File: config.mk
export PLATFORM = sky130hd
export DESIGN_NAME = bcnt_seq_flat
export DESIGN_NICKNAME = d
export VERILOG_FILES = /design/src/rtl/bcnt_pkg.sv /design/src/rtl/bcnt_if.sv /design/src/rtl/bcnt_chunk.sv /design/src/rtl/bcnt_seq.sv /design/src/flat_wrapper.sv
export SDC_FILE = /design/constraint.sdc
export NUM_CORES = 1
export LEC_CHECK = 0
export CAP_MARGIN = 30
export CELL_PAD_IN_SITES_DETAIL_PLACEMENT = 1
export CELL_PAD_IN_SITES_GLOBAL_PLACEMENT = 1
export CORE_MARGIN = 4
export CORE_UTILIZATION = 38
export DETAILED_ROUTE_END_ITERATION = 6
export PLACE_DENSITY = 0.86
export SLEW_MARGIN = 15
export SYNTH_ARGS = -nofsm -noshare
export SYNTH_HDL_FRONTEND = slang
export SYNTH_SLANG_ARGS = --single-unit
File: constraint.sdc
create_clock -name clk -period 6.95 [get_ports clk]
set_input_delay 1.39 -clock clk [delete_from_list [all_inputs] [get_ports clk]]
set_output_delay 1.39 -clock clk [all_outputs]
set_load 0.02 [all_outputs]
File: src/rtl/bcnt_pkg.sv
// bcnt_pkg: op and FSM state encodings shared by the bit-count unit.
package bcnt_pkg;

  // Op code is {clz,ctz} as presented on the request.
  typedef enum logic [1:0] {
    OP_POP  = 2'b00,
    OP_CTZ  = 2'b01,
    OP_CLZ  = 2'b10,
    OP_ZCNT = 2'b11
  } op_e;

  typedef enum logic [1:0] {
    IDLE = 2'd0,
    SCAN = 2'd1,
    DONE = 2'd2
  } state_e;

endpackage

File: src/rtl/bcnt_if.sv
// bcnt_if: request/response handshake bundle for bcnt_seq.
// master = requester/consumer side, slave = bit-count unit.
interface bcnt_if #(parameter int ORDER = 5);
  localparam int W = 1 << ORDER;

  logic             in_valid;
  logic             in_ready;
  logic             clz;
  logic             ctz;
  logic [W-1:0]     in;
  logic             out_valid;
  logic             out_ready;
  logic [ORDER:0]   out;
  logic             zero;

  modport master (
    output in_valid, clz, ctz, in, out_ready,
    input  in_ready, out_valid, out, zero
  );

  modport slave (
    input  in_valid, clz, ctz, in, out_ready,
    output in_ready, out_valid, out, zero
  );
endinterface

File: src/rtl/bcnt_chunk.sv
// bcnt_chunk: combinational count over one 2^CHUNK-bit chunk.
// CLZ/CTZ give leading/trailing zeros in the chunk; every other op
// gives the number of zero bits (popcount is pre-inverted upstream).
module bcnt_chunk
  import bcnt_pkg::*;
#(
  parameter int CHUNK = 3
) (
  input  logic [(1<<CHUNK)-1:0] chunk,
  input  op_e                   op,
  output logic [CHUNK:0]        cnt,
  output logic                  allz
);
  localparam int C = 1 << CHUNK;
  localparam logic [CHUNK:0] ONE = 1;

  logic run;

  // Walk the chunk in the op's direction; run drops at the first one.
  always_comb begin
    cnt  = '0;
    run  = 1'b1;
    allz = ~|chunk;
    case (op)
      OP_CLZ:
        for (int i = C - 1; i >= 0; i--) begin
          if (chunk[i]) run = 1'b0;
          if (run) cnt = cnt + ONE;
        end
      OP_CTZ:
        for (int i = 0; i < C; i++) begin
          if (chunk[i]) run = 1'b0;
          if (run) cnt = cnt + ONE;
        end
      default:
        for (int i = 0; i < C; i++)
          if (!chunk[i]) cnt = cnt + ONE;
    endcase
  end
endmodule

File: src/rtl/bcnt_seq.sv
// bcnt_seq: multi-cycle bit counter, one chunk per clock.
// Build options:
//   BCNT_EARLY_EXIT_EN - clz/ctz stop at the first non-zero chunk;
//                        otherwise every op takes N scan cycles.
//   BCNT_POPCOUNT_EN   - op 00 counts ones; otherwise op 00 == zerocount.
module bcnt_seq
  import bcnt_pkg::*;
#(
  parameter int ORDER = 5,
  parameter int CHUNK = 3
) (
  input  logic    clk,
  input  logic    reset,
  bcnt_if.slave   b
);
  localparam int W  = 1 << ORDER;
  localparam int C  = 1 << CHUNK;
  localparam int N  = 1 << (ORDER - CHUNK);
  localparam int IW = (ORDER > CHUNK) ? (ORDER - CHUNK) : 1;
  localparam int AW = ORDER + 1;
  localparam logic [IW-1:0] ONE_I = 1;

  state_e          state, nstate;
  op_e             op, in_op;
  logic [W-1:0]    word, in_word;
  logic [IW-1:0]   idx, step;
  logic [AW-1:0]   acc, acc_nxt, out_r;
  logic            zero_r;
  logic [C-1:0]    chunk;
  logic [CHUNK:0]  cnt, addv;
  logic            allz, is_tz, fin;

  assign chunk = word[idx*C +: C];
  assign is_tz = (op == OP_CLZ) || (op == OP_CTZ);

  bcnt_chunk #(.CHUNK(CHUNK)) u_chunk (
    .chunk (chunk),
    .op    (op),
    .cnt   (cnt),
    .allz  (allz)
  );

`ifdef BCNT_EARLY_EXIT_EN
  assign fin  = (step == IW'(N - 1)) || (is_tz && !allz);
  assign addv = cnt;
`else
  // Sticky: after the first non-zero chunk, clz/ctz stop accumulating.
  logic hit;
  assign fin  = (step == IW'(N - 1));
  assign addv = hit ? '0 : cnt;
`endif

  assign acc_nxt = acc + AW'(addv);

  // Normalise the op at latch time so the scan only sees CLZ/CTZ/ZCNT.
  always_comb begin
    in_op   = op_e'({b.clz, b.ctz});
    in_word = b.in;
    if (in_op == OP_POP) begin
`ifdef BCNT_POPCOUNT_EN
      in_word = ~b.in;
`endif
      in_op = OP_ZCNT;
    end
  end

  // State register.
  always_ff @(posedge clk) begin
    if (reset) state <= IDLE;
    else       state <= nstate;
  end

  // Next state and handshake outputs.
  always_comb begin
    nstate      = state;
    b.in_ready  = 1'b0;
    b.out_valid = 1'b0;
    case (state)
      IDLE: begin
        b.in_ready = 1'b1;
        if (b.in_valid) nstate = SCAN;
      end
      SCAN: if (fin) nstate = DONE;
      DONE: begin
        b.out_valid = 1'b1;
        if (b.out_ready) nstate = IDLE;
      end
      default: nstate = IDLE;
    endcase
  end

  // Datapath: latch request, accumulate per chunk, register result.
  always_ff @(posedge clk) begin
    if (reset) begin
      acc    <= '0;
      out_r  <= '0;
      zero_r <= 1'b0;
      word   <= '0;
      op     <= OP_ZCNT;
      idx    <= '0;
      step   <= '0;
`ifndef BCNT_EARLY_EXIT_EN
      hit    <= 1'b0;
`endif
    end else begin
      case (state)
        IDLE: if (b.in_valid) begin
          word <= in_word;
          op   <= in_op;
          acc  <= '0;
          step <= '0;
          idx  <= (in_op == OP_CLZ) ? IW'(N - 1) : '0;
`ifndef BCNT_EARLY_EXIT_EN
          hit  <= 1'b0;
`endif
        end
        SCAN: begin
          acc <= acc_nxt;
`ifndef BCNT_EARLY_EXIT_EN
          if (is_tz && !allz) hit <= 1'b1;
`endif
          if (fin) begin
            out_r  <= acc_nxt;
            zero_r <= (acc_nxt == AW'(W));
          end else begin
            step <= step + ONE_I;
            idx  <= (op == OP_CLZ) ? idx - ONE_I : idx + ONE_I;
          end
        end
        default: ;
      endcase
    end
  end

  assign b.out  = out_r;
  assign b.zero = zero_r;
endmodule

File: src/flat_wrapper.sv
// flat-port wrapper written by rule: the top's interface ports become plain ports
module bcnt_seq_flat import bcnt_pkg::*;
#(
  parameter int ORDER = 5,
  parameter int CHUNK = 3
)
  (clk, reset, b_in_valid, b_clz, b_ctz, b_in, b_out_ready, b_in_ready, b_out_valid, b_out, b_zero);
  bcnt_if #(.ORDER(ORDER)) b_i ();
  input  logic clk;
  input  logic reset;
  input wire logic [$bits(b_i.in_valid)-1:0] b_in_valid;
  input wire logic [$bits(b_i.clz)-1:0] b_clz;
  input wire logic [$bits(b_i.ctz)-1:0] b_ctz;
  input wire logic [$bits(b_i.in)-1:0] b_in;
  input wire logic [$bits(b_i.out_ready)-1:0] b_out_ready;
  output wire logic [$bits(b_i.in_ready)-1:0] b_in_ready;
  output wire logic [$bits(b_i.out_valid)-1:0] b_out_valid;
  output wire logic [$bits(b_i.out)-1:0] b_out;
  output wire logic [$bits(b_i.zero)-1:0] b_zero;
  assign b_i.in_valid = b_in_valid;
  assign b_i.clz = b_clz;
  assign b_i.ctz = b_ctz;
  assign b_i.in = b_in;
  assign b_i.out_ready = b_out_ready;
  assign b_in_ready = b_i.in_ready;
  assign b_out_valid = b_i.out_valid;
  assign b_out = b_i.out;
  assign b_zero = b_i.zero;
  bcnt_seq #(.ORDER(ORDER), .CHUNK(CHUNK)) u_core (.clk(clk), .reset(reset), .b(b_i));
endmodule
Word level (Yosys, flattened, before mapping)
Index checks and enable logic that the tools add are counted.
{"block": "classes", "n_addsub": 25, "multipliers": 0, "div": 0, "n_lt_le_gt_ge": 0, "eq_ne": 12, "n_shift": 1, "muxes": 99, "bitwise_logic": 0, "reduce_logical": 13}
{"op": "two-way mux 4 bit", "n": 43}
{"op": "adder 4 x 1 -> 4 bit (second input constant)", "n": 21}
{"op": "two-way mux 1 bit", "n": 39}
{"op": "variable part select 32 x 6 -> 8 bit", "n": 1}
{"op": "two-way mux 2 bit", "n": 10}
{"op": "one-hot mux 6 bit (2 select lines)", "n": 1}
{"op": "AND reduction 3 bit", "n": 3}
{"op": "equality test 2 bit (second input constant)", "n": 4}
{"op": "one-hot mux 2 bit (2 select lines)", "n": 2}
{"op": "one-hot mux 4 bit (2 select lines)", "n": 1}
{"op": "OR reduction 8 bit", "n": 1}
{"op": "adder 6 x 4 -> 6 bit", "n": 1}
{"op": "equality test 6 bit (second input constant)", "n": 1}
{"op": "two-way mux 6 bit", "n": 1}
{"op": "inequality test 2 bit (second input constant)", "n": 3}
{"op": "one-hot mux 2 bit (3 select lines)", "n": 1}
{"op": "AND reduction 2 bit", "n": 3}
{"op": "adder 2 x 1 -> 2 bit (second input constant)", "n": 2}
{"op": "equality test 2 x 1 -> 1 bit (second input constant)", "n": 2}
{"op": "logical NOT 2 bit", "n": 2}
{"op": "inequality test 2 x 1 -> 1 bit (second input constant)", "n": 2}
{"op": "one-hot mux 1 bit (2 select lines)", "n": 1}
{"op": "nonzero test 2 bit", "n": 1}
{"op": "OR reduction 2 bit", "n": 1}
{"op": "other kinds (3)", "n": 3}
{"block": "word_totals", "reg_bits": 54, "latchBits": 0, "mem_bits_rw": 0, "mem_bits_ro": 0, "input_bits": 38, "output_inout_bits": 9, "elab_cells": 159, "n_memories": 0}

Longest topological paths before layout
{"block": "logic_depth", "word_depth": 29, "depth_mapped": 33}

Hierarchy
From an unflattened synthesis, not the netlist that was laid out.
{"block": "hier_totals", "cells_unflattened": 477, "hier_area_um2": 3831.2}
{"mod": "bcnt_seq", "instances": 1, "cells_per_inst": 278, "area_per_inst_um2": 2354.8, "seq_area_each_um2": 1081.0}
{"mod": "bcnt_chunk", "instances": 1, "cells_per_inst": 199, "area_per_inst_um2": 1476.4, "seq_area_each_um2": 0.0}

Worst setup path before layout
OpenSTA, ideal clock, no wires.
{"block": "synth_path", "kind": "reg2reg", "from": "register u_core.idx[0]", "to": "register u_core.zero_r (netlist: u_core.b.zero)", "arrival_ps": 6397, "required_ps": 6880, "slack_ps": 483, "stages_incl_launch_ff": 32, "n_path_buf": 2, "synth_period_minus_slack_ps": 6467, "path_cell_list": "dfxtp_1 buf_6 mux4_1 inv_1 ha_1 nand2_1 o22a_4 and2_4 or2_1 buf_6 ha_1 xor2_1 xnor2_1 mux2_2 a21boi_0 ha_1 xor2_1 xnor2_1 o311a_1 o311a_1 ha_1 mux2_2 a221oi_2 a211oi_1 ha_1 a21o_1 a21oi_1 nor2b_1 o21ai_0 xnor2_1 nand3_1 a21oi_1"}
{"block": "synth_via", "elab_chain_cells": 29, "word_cells_on_any_way": 103}
{"element": "start, declared", "line_no": "bcnt_seq.sv:26", "rtl": "logic [IW-1:0] idx, step;"}
{"element": "start signal, assigned", "line_no": "bcnt_seq.sv:112", "rtl": "idx <= (in_op == OP_CLZ) ? IW'(N - 1) : '0;"}
{"element": "start signal, assigned", "line_no": "bcnt_seq.sv:127", "rtl": "idx <= (op == OP_CLZ) ? idx - ONE_I : idx + ONE_I;"}
{"element": "variable part select 32 x 6 -> 8 bit (*)", "line_no": "bcnt_seq.sv:33", "rtl": "assign chunk = word[idx*C +: C];"}
{"element": "two-way mux 1 bit (on tied branches)", "line_no": "bcnt_chunk.sv:32, bcnt_chunk.sv:37, bcnt_chunk.sv:27"}
{"element": "two-way mux 1 bit", "line_no": "bcnt_chunk.sv:24", "rtl": "case (op)"}
{"element": "two-way mux 1 bit (on tied branches)", "line_no": "bcnt_chunk.sv:33, bcnt_chunk.sv:28"}
{"element": "two-way mux 4 bit", "line_no": "bcnt_chunk.sv:24"}
{"element": "adder 4 x 1 -> 4 bit (on tied branches)", "line_no": "bcnt_chunk.sv:33, bcnt_chunk.sv:28"}
{"element": "two-way mux 4 bit (on tied branches)", "line_no": "bcnt_chunk.sv:33, bcnt_chunk.sv:28"}
{"element": "two-way mux 4 bit", "line_no": "bcnt_chunk.sv:24"}
{"element": "[13 not listed]"}
{"element": "two-way mux 4 bit (on tied branches)", "line_no": "bcnt_chunk.sv:33, bcnt_chunk.sv:28"}
{"element": "two-way mux 4 bit", "line_no": "bcnt_chunk.sv:24"}
{"element": "adder 4 x 1 -> 4 bit (on tied branches)", "line_no": "bcnt_chunk.sv:33, bcnt_chunk.sv:28"}
{"element": "two-way mux 4 bit (on tied branches)", "line_no": "bcnt_chunk.sv:33, bcnt_chunk.sv:28"}
{"element": "one-hot mux 4 bit (2 select lines) (*)", "line_no": "bcnt_chunk.sv:24"}
{"element": "two-way mux 4 bit (*)", "line_no": "bcnt_seq.sv:50", "rtl": "assign addv = hit ? '0 : cnt;"}
{"element": "adder 6 x 4 -> 6 bit (*)", "line_no": "bcnt_seq.sv:53", "rtl": "assign acc_nxt = acc + AW'(addv);"}
{"element": "equality test 6 bit (*)", "line_no": "bcnt_seq.sv:124", "rtl": "zero_r <= (acc_nxt == AW'(W));"}
{"element": "end signal, assigned", "line_no": "bcnt_seq.sv:124"}
{"element": "end, declared", "line_no": "bcnt_seq.sv:28", "rtl": "logic zero_r;"}
Mark *: on every way between the ends. The rest lies on a longest branch, timed or not. The select of a mux whose other input is x is not followed.
A chain may end at the register's enable or synchronous reset.

Worst setup path in the final report
Ends and elaborated chain as after synthesis.

==> metrics <==
crit path buf inv count=1; ratio of cells with drive above 1 in the final layout=9.31%; Rel. slew slack=63.8%; post-synthesis mux area share=7.83%; Post-Synth Simple-Gate Area=about 23%; Stages on worst setup path=29; port bufs=46; GR Overflow Total=0; Core ar.=0.00973 sq mm; Die Area=~0.012 sq mm; most frequent cells in the layout=95 x nand2_1, 54 x a21oi_1, 53 x dfxtp_1, 45 x clkdlybuf4s50_1, 39 x nor2_1; launching point of the worst reg2reg path=u_core.idx[0]; clk slew on worst S/H paths=around 100 ps; Fin Clk Skew=~5.9 ps; # diodes=0; via density per instance=about 5.4; sequential area share after synthesis=between 20% and 30%; die height=108 um; All-Layer GR Usage=18.3%; crit path to=u_core.b.zero; initial antenna violation count=0; Hold Fails Final Rpt=0; crit share post-route=between 90% and 100%; final number of max-transition violations=0; asr flop ratio synth=0%; Synth Cell Area=0.00379 sq mm; min-delay worst type=reg -> reg; post-DP HPWL=7740 um; Syn Inst Count=467; vias in the first global route=3697; combinational family with the most area after synthesis=simple AND/OR/NAND/NOR gates; DRT Wirelength=10500 um; H-Tree Depth=2; clock sinks=54; deepest clock path buffer count=2; Max-Cap Viols=0; #FFs+latches synth=54; Post-Place Cells=627; fin crit period=6550 ps; Clock Root Buffer=clkbuf_8; number of detailed-route iterations in the first pass=4; CP Max Fanout=5; xor/xnor share of the synthesized area=roughly a tenth; Yosys warnings=0; Initial Util=38.9%; initial drt markers=approximately 160; post-layout net count=approximately 570; worst vdd ir=approximately 0.00013 V; max incr delay on CP=560 ps; family with the most delay on the worst path=compound AO/OA/AOI/OAI gates; Worst R2R End=u_core.b.zero; CP Class=reg -> reg; Worst path slowest cell=mux4_2; Register-to-Register Path Depth=29; outcome=complete, no violations; CP Capture Type=flop; Syn Nets=532; worst skew pair latency=approximately 310 ps; area share of fa/ha/maj cells after synthesis=9.12%; LEAKAGE=1.75 nW; CTS Hold Bufs=0; most common cell after layout, fill and taps aside=nand2_1; Worst Setup Start Kind=flop; crit path launch=u_core.idx[0]; Worst EP required=around 7200 ps; Fmax achieved=0.153 GHz; worst slew pin tran=542 ps; CTS tree=done; CP arrival=6790 ps; CP dominant cell by count=ha_1; first-pass GRT wire length=17300 um; area grow syn2layout=18.4%; Final Non-Filler Cells=638; CTS buffer count=5; Synth Flop Type=dfxtp_1; # IOs=47; Sum Neg Setup Slack=0 ps; Compound-Gate Fraction of Synth Area=15.8%; Avg Inst Size Synth=8.11 sq um; # rows=36; setup repair after global routing missed its margin=false; number of flops mapped to enable cells by yosys=0; final setup vio count=0; Synth cell types=between 60 and 70; total number of vias=around 3400; Post-DRT Antenna Nets=0; Reg2Reg Setup Slack=400 ps; die width=108 um; global placement routability congestion=approximately 0.84; Avg WL per Cell=16.5 um; largest net degree at the start of global routing=55; # DRC=0; Pwr Density=363 mW/mm^2
## timing repair
action                                  in CTS  in global routing
gates resized for setup                      0                  4
endpoints found under the setup margin       0                  3
setup buffers                                0                  2
endpoints found under the hold margin        0                  0
## area by class of cell
cell class	count	area (sq um)
clock buffers	7	76.3
repair buffers	55	543
inverters	21	78.8
well taps	133	166
clock inverters	1	30.0
flip-flops and latches	54	1080
fillers	1210	5250
multi-input cells	367	2510
## worst register-to-register path, delay by kind of cell, from the launching register on
family	cells	cell delay, ps
AND/OR/NAND/NOR	5	670
AO/OA/AOI/OAI	10	1970
flip-flops	1	380
buffers and inverters	1	140
multiplexers	3	1090
adder cells (fa/ha/maj)	5	1420
XOR/XNOR	5	800
## report_power, final
part | internal [mW] | switching, mW
clock | 0.108 | 0.103
sequential | 0.334 | 0.0194
combinational | 0.481 | 0.581
## stage by stage
stage	area [sq um]	setup WS, ps	utilization (%)	hold slack, ps	power, mW
floorplan	3790	483	-	432	1.18
global placement	4320	573	44.4	439	1.34
detailed placement	4340	210	44.6	455	1.40
CTS	4450	143	45.7	470	1.62
global route	4480	47.9	46.1	490	1.77
finish	4480	404	46.1	466	1.63
## Yosys cell counts, types with 2 or more instances
| master | instances | area share (%) |
|---|---|---|
| buf_6 | 3 | 0.89 |
| a211oi_1 | 6 | 1.2 |
| o22ai_1 | 2 | 0.33 |
| nand3_1 | 5 | 0.66 |
| xnor2_1 | 23 | 5.3 |
| a211o_1 | 2 | 0.46 |
| a21boi_0 | 2 | 0.40 |
| o21bai_1 | 2 | 0.40 |
| mux2i_1 | 3 | 0.79 |
| clkbuf_1 | 18 | 1.8 |
| nor2_1 | 39 | 3.9 |
| a22oi_1 | 6 | 1.2 |
| a21oi_1 | 55 | 7.3 |
| and2_1 | 4 | 0.66 |
| inv_1 | 20 | 2.0 |
| dfxtp_1 | 54 | 29 |
| mux2_2 | 4 | 1.2 |
| xnor2_4 | 2 | 1.5 |
| o21ai_0 | 6 | 0.79 |
| mux4_1 | 3 | 2.1 |
| o311a_1 | 2 | 0.53 |
| xor2_1 | 11 | 2.5 |
| xnor2_2 | 2 | 0.86 |
| nand2b_1 | 7 | 1.2 |
| nand3b_1 | 3 | 0.59 |
| nor2b_1 | 9 | 1.5 |
| a21o_1 | 3 | 0.59 |
| nor3b_1 | 3 | 0.59 |
| nor4_1 | 2 | 0.33 |
| mux4_2 | 5 | 3.0 |
| nand2_1 | 95 | 9.4 |
| nor3_1 | 8 | 1.1 |
| mux2_4 | 2 | 0.79 |
| a221oi_1 | 2 | 0.46 |
| buf_2 | 2 | 0.26 |
| ha_1 | 26 | 8.6 |
## worst min path at each step
| stage | start | to | slack [ps] | cells past startpoint |
|---|---|---|---|---|
| global placement | u_core.word[23] | u_core.word[23] | 440 | 2 |
| finish | u_core.word[11] | u_core.word[11] | 470 | 2 |
| floorplan | u_core.word[14] | u_core.word[14] | 430 | 2 |
| CTS | u_core.word[11] | u_core.word[11] | 470 | 2 |
| global route | u_core.b.out[2] | u_core.b.out[2] | 490 | 2 |
| detailed placement | u_core.word[31] | u_core.word[31] | 450 | 2 |
## per-layer routing
metal	GRT usage [%]	part of all wire, %	vias to the layer above
met4	5.77	2.4	0
met1	22.2	43	1679
met3	2.04	3.6	18
met2	33.4	51	74
met5	0	0	-
li1	-	-	1659
## flip-flops by register name, summed over array words and instances, names as in the netlist
signal / count
u_core.acc: 6
u_core.b.out: 6
u_core.b.zero: 1
u_core.hit: 1
u_core.idx: 2
u_core.op: 2
u_core.state: 2
u_core.step: 2
u_core.word: 32
## cells by family after synthesis
group / after synthesis
DFF: 54
AOI/OAI and AO/OA: 96
muxes: 17
adders and majority gates: 27
buffers and inverters: 46
and+or+nand+nor: 188
xor gates and xnor gates: 39
Power figures use the tool's default switching activity.
